==> src/rtl/btn_pkg.sv <==
// Shared types and helpers for the push-button conditioner.
//   btn_state_e : per-channel sequencing state
//   cnt_width   : bits needed for a counter that runs 0 .. max_count-1
//   max2        : larger of two integers, for sizing a shared counter
package btn_pkg;

  typedef enum logic [1:0] {
    BTN_IDLE    = 2'd0,
    BTN_PRESSED = 2'd1,
    BTN_HELD    = 2'd2
  } btn_state_e;

  function automatic int cnt_width(input int max_count);
    return (max_count > 1) ? $clog2(max_count) : 1;
  endfunction

  function automatic int max2(input int a, input int b);
    return (a > b) ? a : b;
  endfunction

endpackage

==> src/rtl/btn_channel.sv <==
// One button channel: 2-flop synchroniser, polarity fix, stable-time
// debounce, and press/hold/auto-repeat sequencing.
// Ports:
//   clk, rst      system clock, synchronous active-high reset
//   i_btn         raw asynchronous pin
//   o_level       debounced level, 1 = pressed
//   o_press       one-cycle strobe with the first cycle of level = 1
//   o_release     one-cycle strobe with the first cycle of level = 0
//   o_repeat      one-cycle auto-repeat strobe while held
module btn_channel
  import btn_pkg::*;
#(
  parameter int ACTIVE_LOW      = 1,
  parameter int DEBOUNCE_CYCLES = 500000,
  parameter int HOLD_CYCLES     = 25000000,
  parameter int REPEAT_CYCLES   = 5000000
) (
  input  logic clk,
  input  logic rst,
  input  logic i_btn,
  output logic o_level,
  output logic o_press,
  output logic o_release,
  output logic o_repeat
);

  localparam int   DW       = cnt_width(DEBOUNCE_CYCLES);
  localparam int   HW       = cnt_width(max2(HOLD_CYCLES, REPEAT_CYCLES));
  localparam logic POL      = (ACTIVE_LOW != 0);
  // Pin level that means "not pressed"; the synchroniser resets to it so a
  // button held through reset is seen as a fresh press.
  localparam logic IDLE_PIN = POL;

  logic          r_sync1, r_sync2;
  logic          r_s;
  logic          r_lvl;
  logic [DW-1:0] r_dcnt;
  logic [HW-1:0] r_hcnt;
  btn_state_e    r_state, w_next;
  logic          r_press, r_release, r_repeat;

  logic w_accept, w_press_ev, w_release_ev, w_repeat_ev;

  // r_s is a registered copy of the polarity-corrected sample; this stage
  // lines the level change up with edge DEBOUNCE_CYCLES+2.
  assign w_accept     = (r_s != r_lvl) && (r_dcnt == DW'(DEBOUNCE_CYCLES - 1));
  assign w_press_ev   = w_accept && !r_lvl;
  assign w_release_ev = w_accept &&  r_lvl;

  always_ff @(posedge clk) begin
    if (rst) r_state <= BTN_IDLE;
    else     r_state <= w_next;
  end

  always_comb begin
    w_next      = r_state;
    w_repeat_ev = 1'b0;
    case (r_state)
      BTN_IDLE: begin
        if (w_press_ev) w_next = BTN_PRESSED;
      end
      BTN_PRESSED: begin
        if (w_release_ev) begin
          w_next = BTN_IDLE;
        end else if (r_hcnt == HW'(HOLD_CYCLES - 1)) begin
          w_next      = BTN_HELD;
          w_repeat_ev = 1'b1;
        end
      end
      BTN_HELD: begin
        if (w_release_ev) w_next = BTN_IDLE;
        else if (r_hcnt == HW'(REPEAT_CYCLES - 1)) w_repeat_ev = 1'b1;
      end
      default: w_next = BTN_IDLE;
    endcase
  end

  always_ff @(posedge clk) begin
    if (rst) begin
      r_sync1   <= IDLE_PIN;
      r_sync2   <= IDLE_PIN;
      r_s       <= 1'b0;
      r_lvl     <= 1'b0;
      r_dcnt    <= '0;
      r_hcnt    <= '0;
      r_press   <= 1'b0;
      r_release <= 1'b0;
      r_repeat  <= 1'b0;
    end else begin
      r_sync1 <= i_btn;
      r_sync2 <= r_sync1;
      r_s     <= r_sync2 ^ POL;

      if (w_accept) begin
        r_lvl  <= ~r_lvl;
        r_dcnt <= '0;
      end else if (r_s != r_lvl) begin
        r_dcnt <= r_dcnt + DW'(1);
      end else begin
        r_dcnt <= '0;
      end

      if (w_press_ev || w_repeat_ev || (w_next == BTN_IDLE)) r_hcnt <= '0;
      else                                                  r_hcnt <= r_hcnt + HW'(1);

      r_press   <= w_press_ev;
      r_release <= w_release_ev;
      r_repeat  <= w_repeat_ev;
    end
  end

  assign o_level   = r_lvl;
  assign o_press   = r_press;
  assign o_release = r_release;
  assign o_repeat  = r_repeat;

endmodule

==> src/rtl/button_debounce.sv <==
// Multi-channel push-button conditioner: one independent btn_channel per pin.
// Ports:
//   clk, rst      system clock, synchronous active-high reset
//   i_btn_in      raw asynchronous button pins
//   o_level       debounced levels, 1 = pressed
//   o_press       per-channel press strobes
//   o_release     per-channel release strobes
//   o_repeat      per-channel auto-repeat strobes
module button_debounce
  import btn_pkg::*;
#(
  parameter int N_BTN           = 4,
  parameter int ACTIVE_LOW      = 1,
  parameter int DEBOUNCE_CYCLES = 500000,
  parameter int HOLD_CYCLES     = 25000000,
  parameter int REPEAT_CYCLES   = 5000000
) (
  input  logic             clk,
  input  logic             rst,
  input  logic [N_BTN-1:0] i_btn_in,
  output logic [N_BTN-1:0] o_level,
  output logic [N_BTN-1:0] o_press,
  output logic [N_BTN-1:0] o_release,
  output logic [N_BTN-1:0] o_repeat
);

  for (genvar g = 0; g < N_BTN; g++) begin : g_ch
    btn_channel #(
      .ACTIVE_LOW      (ACTIVE_LOW),
      .DEBOUNCE_CYCLES (DEBOUNCE_CYCLES),
      .HOLD_CYCLES     (HOLD_CYCLES),
      .REPEAT_CYCLES   (REPEAT_CYCLES)
    ) u_ch (
      .clk       (clk),
      .rst       (rst),
      .i_btn     (i_btn_in[g]),
      .o_level   (o_level[g]),
      .o_press   (o_press[g]),
      .o_release (o_release[g]),
      .o_repeat  (o_repeat[g])
    );
  end

endmodule

==> config.mk <==
export PLATFORM = sky130hd
export DESIGN_NAME = button_debounce
export DESIGN_NICKNAME = d
export VERILOG_FILES = /design/src/rtl/btn_pkg.sv /design/src/rtl/btn_channel.sv /design/src/rtl/button_debounce.sv
export SDC_FILE = /design/constraint.sdc
export NUM_CORES = 1
export LEC_CHECK = 0
export CORE_MARGIN = 10
export CORE_UTILIZATION = 31
export DETAILED_ROUTE_END_ITERATION = 8
export SLEW_MARGIN = 10
export SYNTH_ARGS = -nofsm -noshare
export SYNTH_HDL_FRONTEND = slang
export SYNTH_SLANG_ARGS = --single-unit
==> constraint.sdc <==
create_clock -name clk -period 7.2 [get_ports clk]
set_clock_uncertainty 0.2 [all_clocks]
set_input_delay 0.72 -clock clk [delete_from_list [all_inputs] [get_ports clk]]
set_output_delay 0.72 -clock clk [all_outputs]
set_load 0.005 [all_outputs]
==> results of run 1 <==
state kept, by name (all words and copies together), names as in the netlist:
register             count
g_ch.u_ch.r_hcnt       100
g_ch.u_ch.r_dcnt        76
g_ch.u_ch.r_state        8
g_ch.u_ch.o_level        4
g_ch.u_ch.o_press        4
g_ch.u_ch.o_release      4
g_ch.u_ch.o_repeat       4
g_ch.u_ch.r_s            4
g_ch.u_ch.r_sync1        4
g_ch.u_ch.r_sync2        4
final cells by class:
class | instances | area share, %
Inverter | 30 | 0.971
Multi-Input combinational cell | 886 | 48.1
Sequential cell | 212 | 36.6
Clock buffer | 35 | 6.41
Clock inverter | 9 | 1.06
Timing Repair Buffer | 25 | 2.07
Tap cell | 442 | 4.77
cell usage after synthesis (2+ instances only):
master	instances	share of area, %
buf_6	2	0.22
dfxtp_1	212	41
buf_1	3	0.11
or4_1	8	0.59
nor2b_1	4	0.24
or3_1	7	0.43
or4_4	2	0.22
nor4_1	51	3.1
nor4b_1	6	0.51
o21ai_0	7	0.34
inv_1	30	1.1
nor3_1	27	1.3
o21a_1	3	0.22
and4_1	21	1.8
ha_1	24	2.9
or4b_2	4	0.39
o31ai_1	6	0.44
or2_2	8	0.49
or4bb_1	3	0.33
xor2_1	89	7.6
nand4_1	51	3.1
nor3b_1	7	0.51
a211oi_1	25	1.8
a41oi_1	3	0.26
o211ai_1	3	0.22
nand4b_1	6	0.51
clkbuf_1	29	1.1
and3_1	29	1.8
nand3_1	77	3.8
buf_4	16	1.2
nor4bb_1	7	0.68
nor2_1	179	6.6
a31oi_1	3	0.18
nand2_1	107	3.9
and2_1	7	0.43
and4b_1	3	0.29
xnor2_1	76	6.5
a21oi_1	10	0.49
buf_2	11	0.54
final timing paths:
kind,start,endpoint,slack [ns],cells past startpoint
setup / recovery,g_ch[0].u_ch.r_hcnt[6],g_ch[0].u_ch.r_hcnt[7],3.85,6
hold / removal,g_ch[0].u_ch.r_sync2,g_ch[0].u_ch.r_s,0.18,1
setup reg to reg,g_ch[0].u_ch.r_hcnt[6],g_ch[0].u_ch.r_hcnt[7],3.85,6
hold reg to reg,g_ch[0].u_ch.r_sync2,g_ch[0].u_ch.r_s,0.18,1
critical path: cells and delay by family, from the launching register on:
family           cells  cell delay, ns
AO/OA/AOI/OAI        3            1.49
flip-flops           1            0.33
AND/OR/NAND/NOR      3            1.15
stage by stage:
stage | util [%] | cell area (um2) | setup WS [ns] | total power [uW] | instances
6_report | 35.6 | 11600 | 3.85 | 2510 | 1639
5_1_grt | 35.6 | 11600 | 3.58 | 2600 | 1639
4_1_cts | 35.6 | 11600 | 3.88 | 2550 | 1639
3_5_place_dp | 33.0 | 10700 | 3.87 | 1230 | 1595
3_3_place_gp | 33.0 | 10700 | 3.94 | 1230 | 1595
2_1_floorplan | - | 10200 | 4.49 | 1220 | 1189
logic make-up (layout without fill, tap and decap cells):
| kind of cell | after synthesis | after routing | synth area share (%) |
|---|---|---|---|
| compound gates | 77 | 77 | 5.85 |
| xor+xnor | 165 | 165 | 14.1 |
| fa+ha+maj | 24 | 24 | 2.93 |
| buf+inv | 91 | 99 | 4.20 |
| flops | 212 | 212 | 41.4 |
| simple gates | 620 | 620 | 31.5 |
metal layers:
layer	track usage, %	up-vias
met2	15.9	98
met1	13.3	3708
met4	3.03	0
met5	0	-
met3	1.82	37
li1	-	4164
where the power goes:
group	switching (uW)	internal, uW
logic	17.3	7.00
clock network	485	820
registers	1.27	1180
==> impl_metrics.csv, run 1 <==
group,metric,value,unit
status,status,"finished clean",
floorplan,boundaryPins,22,
synthesis,synth.net_count,1219,
sta,setup_viol,0,
critical_path,crit_fanout,26,
sta,slew_headroom,22.7,%
floorplan,dieArea,40700,um2
clock_tree,clock-sinks,212,
clock_tree,cts_tree,"yes",
placement,gp_congestion,0.805,
layout,layout_common_cells,"212 x dfxtp_1, 179 x nor2_1, 107 x nand2_1",
detailed_routing,wl_met2,8970,um
detailed_routing,drt_first_pass_iters,5,
synthesis,synth_seq_cells,212,
sta,finalCritPeriodShare,46.5,%
power_and_ir_drop,powerDensity,216,nW/um2
critical_path,critical_path_class,"reg -> reg",
critical_path,cpPeakStageDelay,0.99,ns
layout,nNetsFinal,1209,
detailed_routing,wl_per_cell,12.6,um
clock_tree,cts.clk_slew.worst_paths,0.06,ns
detailed_routing,wl_met3,660,um
synthesis,synth_seq_area_share,41.4,%
layout,n_fill_cell,3411,
layout,syn_to_final_growth,13.2,%
clock_tree,htree_levels,1,
synthesis,synth_flop_cell,"dfxtp_1",
global_routing,grt_start_max_net_pins,35,
synthesis,netlist_area,10200,um2
detailed_routing,m1WireLength,10400,um
power_and_ir_drop,max-vdd-ir-drop,0.165,mV
global_routing,grt_pass1_wl,36000,um
synthesis,synth_edf_count,0,
detailed_routing,drt-initial-drc-count,325,
sta,rsz0062_at_grt,"false",
sta,max_slew.worst_pin.slew,1.16,ns
global_routing,grt_antenna_before_repair,0,
critical_path,cp-start-kind,"flip-flop",
clock_tree,numCtsBuffers,24,
sta,fin_tns_setup,0,ns
clock_tree,clk_path_buf_depth,3,
critical_path,cp.required,7.34,ns
global_routing,grt_pass1_vias,7650,
synthesis,syn_area_per_cell,8.62,um2
layout,drive_gt1_share,5.60,%
floorplan,start_util,31.5,%
global_routing,grt.total_usage,9.93,%
floorplan,rows,66,
sta,clock.fmax,299,MHz
detailed_routing,via_per_inst,4.89,
sta,worst_hold_slack,0.181,ns
placement,dp_hpwl,13700,um
synthesis,yosys_warnings,0,
synthesis,async_flop_share,0,%
detailed_routing,drt_wl_total,20600,um
floorplan,placeableCoreArea,32500,um2
clock_tree,cts_resized,0,
layout,final_common_cell,"dfxtp_1",
run,maxCapViolCount,0,
sta,slew_viol_final,0,
detailed_routing,vias,8007,
critical_path,path_cells,"or4b_1, or4_4, o31ai_2, nor2_1, a311oi_4, a211oi_1",
floorplan,die_h,202,um
placement,port-buffer-count,21,
synthesis,synth_cell_type_count,62,
detailed_routing,ant_nets,0,
detailed_routing,drc_errors,0,
floorplan,die_w,202,um
clock_tree,cts-hold-fix-buffers,0,
layout,regArea,4240,um2
clock_tree,cts_setup_buffers,0,
power_and_ir_drop,p_leak,0.00362,uW
min_path,hp-class,"reg -> reg",
critical_path,cpMaxStageDelayCell,"a311oi_4",
global_routing,grt_overflow,0,
detailed_routing,highest_layer,"met4",
synthesis,syn_inst,1189,
clock_tree,ctsRootBufferMaster,"clkbuf_16",
layout,multi_input_area,5580,um2
clock_tree,insertion_delay,0.51,ns
layout,diodes,0,
critical_path,end_kind,"flip-flop",
critical_path,arrival,3.48,ns
sta,hold_viol,0,
sta,finalCriticalPeriod,3.35,ns
Note: power is estimated with default switching activity, not from simulation.
==> run 2: changes to the inputs <==
clock period = 2.8 ns   (was 7.2 ns; I/O delays follow)
==> run 2 against run 1 <==
Compared with the run above: via count up 3.1%; cell count increased by 3.0%; critical path depth grew 2; fmax increased by 21%; register-to-register slack worse by 3.8 ns; worst hold slack worse by 0.057 ns; setup slack worse by 3.8 ns; critical path type unchanged; critical endpoint is now g_ch[0].u_ch.r_hcnt[22].
==> impl_metrics.csv, run 2 (synthesized netlist as in run 1, its figures left out) <==
group,metric,value,unit
layout,nNetsFinal,1257,
layout,largest_register,"g_ch.u_ch.r_hcnt",
floorplan,boundaryPins,22,
floorplan,start_util,31.5,%
min_path,hp-class,"in -> reg",
sta,clock.fmax,363,MHz
sta,worst_hold_slack,0.124,ns
clock_tree,insertion_delay,0.53,ns
global_routing,grt_overflow,0,
detailed_routing,drt_first_pass_iters,5,
run,maxCapViolCount,0,
critical_path,regToRegEndpoint,"g_ch[0].u_ch.r_hcnt[22]",
clock_tree,numCtsBuffers,25,
layout,largest_register_ffs,100,
power_and_ir_drop,p_leak,0.00389,uW
global_routing,grt_antenna_before_repair,0,
clock_tree,cts_tree,"yes",
sta,rsz0062_at_grt,"true",
sta,finalCritPeriodShare,98.4,%
critical_path,cp-start-kind,"flip-flop",
power_and_ir_drop,powerDensity,525,nW/um2
critical_path,reg2reg_from,"g_ch[0].u_ch.r_hcnt[6]",
clock_tree,clk_path_buf_depth,3,
power_and_ir_drop,sw_frac_of_total,20.9,%
floorplan,dieArea,40700,um2
critical_path,r2r_slack,0.05,ns
layout,syn_to_final_growth,17.7,%
critical_path,critPathCapture,"g_ch[0].u_ch.r_hcnt[22]",
power_and_ir_drop,switching_power,1320,uW
critical_path,reg2reg_depth,8,
placement,gp_congestion,0.836,
sta,setup_viol,0,
sta,slew_viol_final,0,
layout,final_common_cell,"dfxtp_1",
critical_path,cp.buffers_inverters,2,
detailed_routing,drt-initial-drc-count,383,
critical_path,cp.required,3.01,ns
critical_path,critical_path_class,"reg -> reg",
critical_path,arrival,2.96,ns
clock_tree,ctsRootBufferMaster,"clkbuf_16",
critical_path,end_kind,"flip-flop",
placement,port-buffer-count,21,
detailed_routing,drc_errors,0,
clock_tree,htree_levels,1,
global_routing,grt_use_met1,13.4,%
critical_path,worstSetupPathDepth,8,
sta,max_slew.worst_pin.slew,0.763,ns
critical_path,crit_fanout,13,
detailed_routing,vias,8253,
sta,finalCriticalPeriod,2.75,ns
placement,post-place-cells,1636,
critical_path,cpPeakStageDelay,0.54,ns
power_and_ir_drop,max-vdd-ir-drop,0.385,mV
global_routing,grt-busiest-layer,"met2",
critical_path,critical-path-top-delay-family,"simple AND/OR/NAND/NOR gates",
detailed_routing,via_per_inst,4.89,
floorplan,die_h,202,um
layout,final_cells,1688,
global_routing,grt.total_usage,10.2,%
global_routing,met2_usage,16.4,%
sta,slew_headroom,48.6,%
critical_path,critPathLaunch,"g_ch[0].u_ch.r_hcnt[6]",
floorplan,die_w,202,um
layout,drive_gt1_share,9.87,%
clock_tree,clock-sinks,212,
power_and_ir_drop,pwr-share-seq,47.8,%
placement,dp_hpwl,14600,um
status,status,"finished clean",
power_and_ir_drop,p_int,5010,uW
power_and_ir_drop,power_frac_comb,1.1,%
layout,top_regs,"g_ch.u_ch.r_hcnt x100, g_ch.u_ch.r_dcnt x76, g_ch.u_ch.r_state x8",
global_routing,grt_pass1_wl,36800,um
floorplan,rows,66,
floorplan,placeableCoreArea,32500,um2
detailed_routing,drt_wl_total,21700,um
critical_path,path_cells,"or4b_1, or4_4, o31ai_4, a21oi_2, a311oi_4, buf_6, buf_12, a211oi_1",
detailed_routing,wl_per_cell,12.9,um
clock_tree,cts-hold-fix-buffers,0,
global_routing,grt_start_max_net_pins,27,
global_routing,use_met3,2.09,%
power_and_ir_drop,p_clk_share,51.0,%
clock_tree,cts.clk_slew.worst_paths,0.06,ns
layout,layout_common_cells,"211 x dfxtp_1, 179 x nor2_1, 107 x nand2_1",
layout,diodes,0,
critical_path,cpMaxStageDelayCell,"or4_4",
sta,hold_viol,0,
global_routing,grt_pass1_vias,7771,
detailed_routing,ant_nets,0,
-- run 2: cell count changes in the layout (fill, tap and decap cells not counted), moves of 2 or more --
cell	change
a211oi_2	+4
nor4_1	-2
nor4_2	+2
buf_4	+38
buf_6	+2
clkbuf_8	-3
a211oi_1	-4
buf_12	+6
clkbuf_1	+3
-- run 2: timing repair --
item / 4_1_cts / 5_1_grt
endpoints found under the setup margin: 0 / 45
setup buffers: 0 / 4
gates resized for setup: 0 / 13
-- run 2: final cells by class --
| cell class | instances | area, um2 |
|---|---|---|
| inverter | 30 | 113 |
| fill | 3348 | 20500 |
| timing repair buffer | 72 | 693 |
| sequential | 212 | 4250 |
| clock buffer | 35 | 713 |
| clock inverter | 11 | 115 |
| tap | 442 | 553 |
| multi-input combinational | 886 | 5630 |
-- run 2: metal layers --
metal / vias up / part of all wire, %
li1: 4264 / -
met1: 3853 / 49
met2: 100 / 45
met3: 36 / 3.9
met4: 0 / 2.4
met5: - / 0
-- run 2: worst min-delay path by stage --
stage / endpoint / startpoint / cells past startpoint / slack, ns
2_1_floorplan: g_ch[0].u_ch.r_s / g_ch[0].u_ch.r_sync2 / 1 / 0.16
5_1_grt: g_ch[3].u_ch.r_sync1 / i_btn_in[3] / 2 / 0.11
3_5_place_dp: g_ch[3].u_ch.r_s / g_ch[3].u_ch.r_sync2 / 1 / 0.17
3_3_place_gp: g_ch[0].u_ch.r_s / g_ch[0].u_ch.r_sync2 / 1 / 0.17
4_1_cts: g_ch[2].u_ch.r_sync1 / i_btn_in[2] / 2 / 0.1
6_report: g_ch[2].u_ch.r_sync1 / i_btn_in[2] / 2 / 0.12
-- run 2: power groups by stage --
stage	Sequential [uW]	Combinational [uW]	Clock [uW]
after CTS	3030	73.4	3350
after global placement	3090	72.9	0
after detailed placement	3090	73.4	0
final	3030	71.5	3230
after global routing	3030	79.2	3450
after floorplan	3090	39.9	0
-- run 2: metrics by stage --
stage | util, % | cell area, um2 | total power, uW | setup WS (ns) | TNS (ns)
after floorplan | - | 10200 | 3130 | 0.0947 | 0
after global placement | 34.1 | 11100 | 3170 | 0.117 | 0
after detailed placement | 34.1 | 11100 | 3170 | 0.0727 | 0
after CTS | 36.7 | 11900 | 6450 | 0.0582 | 0
after global routing | 37.1 | 12100 | 6560 | -0.0364 | -0.344
final | 37.1 | 12100 | 6330 | 0.0455 | 0
==> run 3: changes to the inputs <==
==> constraint.sdc (replaced) <==
create_clock -name clk -period 3.4 [get_ports clk]
set_clock_uncertainty 0.2 [all_clocks]
set_input_delay 0.34 -clock clk [delete_from_list [all_inputs] [get_ports clk]]
set_output_delay 0.34 -clock clk [all_outputs]
set_load 0.1 [all_outputs]
==> run 3 against run 2 <==
Compared with the run above: die area stayed put; via count is 2.2% lower; first-iteration DRC count grew 17%; sequential power shrank 18%; largest cell class unchanged; non-clock buffer count decreased by 37; wire length down 2.6%; register-to-register slack better by 0.45 ns; cell count down 2.3%; clock-buffer cell count is 4 lower; critical path depth is the same; worst hold slack better by 0.051 ns; flip-flop and latch count unchanged.
==> impl_metrics.csv, run 3 (synthesized netlist as in run 1, its figures left out) <==
group,metric,value,unit
status,status,"finished clean",
critical_path,critical_path_class,"reg -> reg",
clock_tree,clk_path_buf_depth,3,
placement,dp_hpwl,14200,um
layout,largest_register_ffs,100,
detailed_routing,drt-initial-drc-count,448,
power_and_ir_drop,p_leak,0.00370,uW
critical_path,crit_fanout,25,
clock_tree,htree_levels,1,
floorplan,placeableCoreArea,32500,um2
global_routing,grt_antenna_before_repair,0,
sta,setup_viol,0,
sta,slew_headroom,34.6,%
detailed_routing,wl_per_cell,12.8,um
floorplan,start_util,31.5,%
critical_path,cpMaxStageDelayCell,"or4_4",
critical_path,critPathLaunch,"g_ch[2].u_ch.r_dcnt[0]",
clock_tree,clock-sinks,212,
min_path,hp-class,"reg -> reg",
detailed_routing,drt_wl_total,21100,um
sta,hold_viol,0,
detailed_routing,via_per_inst,4.90,
global_routing,grt_pass1_wl,36800,um
sta,fin_tns_setup,0,ns
critical_path,cp.required,3.64,ns
floorplan,rows,66,
power_and_ir_drop,powerDensity,465,nW/um2
placement,port-buffer-count,21,
global_routing,grt_pass1_vias,7636,
critical_path,critical-path-top-delay-family,"simple AND/OR/NAND/NOR gates",
global_routing,grt.total_usage,10.2,%
layout,largest_register,"g_ch.u_ch.r_hcnt",
placement,gp_congestion,0.795,
clock_tree,cts.clk_slew.worst_paths,0.06,ns
sta,max_slew.worst_pin.slew,0.979,ns
critical_path,end_kind,"flip-flop",
detailed_routing,ant_nets,0,
layout,syn_to_final_growth,14.1,%
critical_path,arrival,3.14,ns
critical_path,path_cells,"ha_1, nand4_1, or4_4, or4_1, a21o_1, and3_1, buf_4, nor3b_1",
run,maxCapViolCount,0,
critical_path,cp.buffers_inverters,1,
sta,rsz0062_at_grt,"false",
detailed_routing,drt_first_pass_iters,4,
sta,finalCriticalPeriod,2.90,ns
clock_tree,cts-hold-fix-buffers,0,
global_routing,grt_start_max_net_pins,27,
layout,final_core_util,35.9,%
floorplan,die_w,202,um
floorplan,die_h,202,um
layout,nNetsFinal,1220,
power_and_ir_drop,max-vdd-ir-drop,0.399,mV
sta,worst_hold_slack,0.175,ns
layout,top_regs,"g_ch.u_ch.r_hcnt x100, g_ch.u_ch.r_dcnt x76, g_ch.u_ch.r_state x8",
clock_tree,numCtsBuffers,25,
min_path,min-delay-start,"g_ch[3].u_ch.r_sync2",
sta,slew_viol_final,0,
clock_tree,insertion_delay,0.51,ns
clock_tree,cts_setup_buffers,0,
layout,diodes,0,
detailed_routing,vias,8074,
critical_path,reg2reg_from,"g_ch[2].u_ch.r_dcnt[0]",
critical_path,r2r_slack,0.50,ns
clock_tree,ctsRootBufferMaster,"clkbuf_16",
detailed_routing,drc_errors,0,
clock_tree,cts_tree,"yes",
layout,drive_gt1_share,6.88,%
critical_path,cp-start-kind,"flip-flop",
layout,final_common_cell,"dfxtp_1",
global_routing,grt_overflow,0,
floorplan,dieArea,40700,um2
critical_path,cpPeakStageDelay,0.58,ns
sta,clock.fmax,344,MHz
layout,layout_common_cells,"212 x dfxtp_1, 179 x nor2_1, 107 x nand2_1",
sta,finalCritPeriodShare,85.4,%
floorplan,boundaryPins,22,
clock_tree,cts_resized,0,
run 3: area by class of cell:
type,count,area [um2]
multi-input cells,886,5570
clock buffers,31,708
clock inverters,13,196
fillers,3364,20800
repair buffers,35,305
well taps,442,553
inverters,30,113
flip-flops and latches,212,4240
run 3: final timing paths:
kind | end | depth (start not counted)
worst max register to register | g_ch[2].u_ch.r_hcnt[0] | 8
worst max-delay path | g_ch[2].u_ch.r_hcnt[0] | 8
worst min-delay path | g_ch[3].u_ch.r_s | 1
worst min register to register | g_ch[3].u_ch.r_s | 1
run 3: power by group:
part | total, uW | internal [uW] | switching (uW)
Combinational | 55.7 | 17.2 | 38.5
Clock | 2890 | 1850 | 1040
Sequential | 2490 | 2490 | 2.71
run 3: routing by layer:
metal / wire length (um) / up-vias / GRT usage, %
li1: - / 4168 / -
met1: 10700 / 3790 / 13.8
met2: 9280 / 86 / 16.2
met3: 782 / 30 / 2.05
met4: 365 / 0 / 2.34
met5: 0 / - / 0
run 3: worst reg2reg max path, cell delays in order (launching register included):
cell and delay, ns:
dfxtp_1 0.36, ha_1 0.21, nand4_1 0.23, or4_4 0.58, or4_1 0.48, a21o_1 0.20
and3_1 0.16, buf_4 0.22, nor3b_1 0.19
run 3: per-stage QoR:
step | cells | setup WS (ns) | total power, uW | cell area (um2)
final | 1649 | 0.497 | 5430 | 11700
after global routing | 1649 | 0.282 | 5640 | 11700
after CTS | 1649 | 0.498 | 5540 | 11700
after detailed placement | 1605 | 0.515 | 2610 | 10800
after global placement | 1605 | 0.537 | 2600 | 10800
after floorplan | 1189 | 0.695 | 2580 | 10200
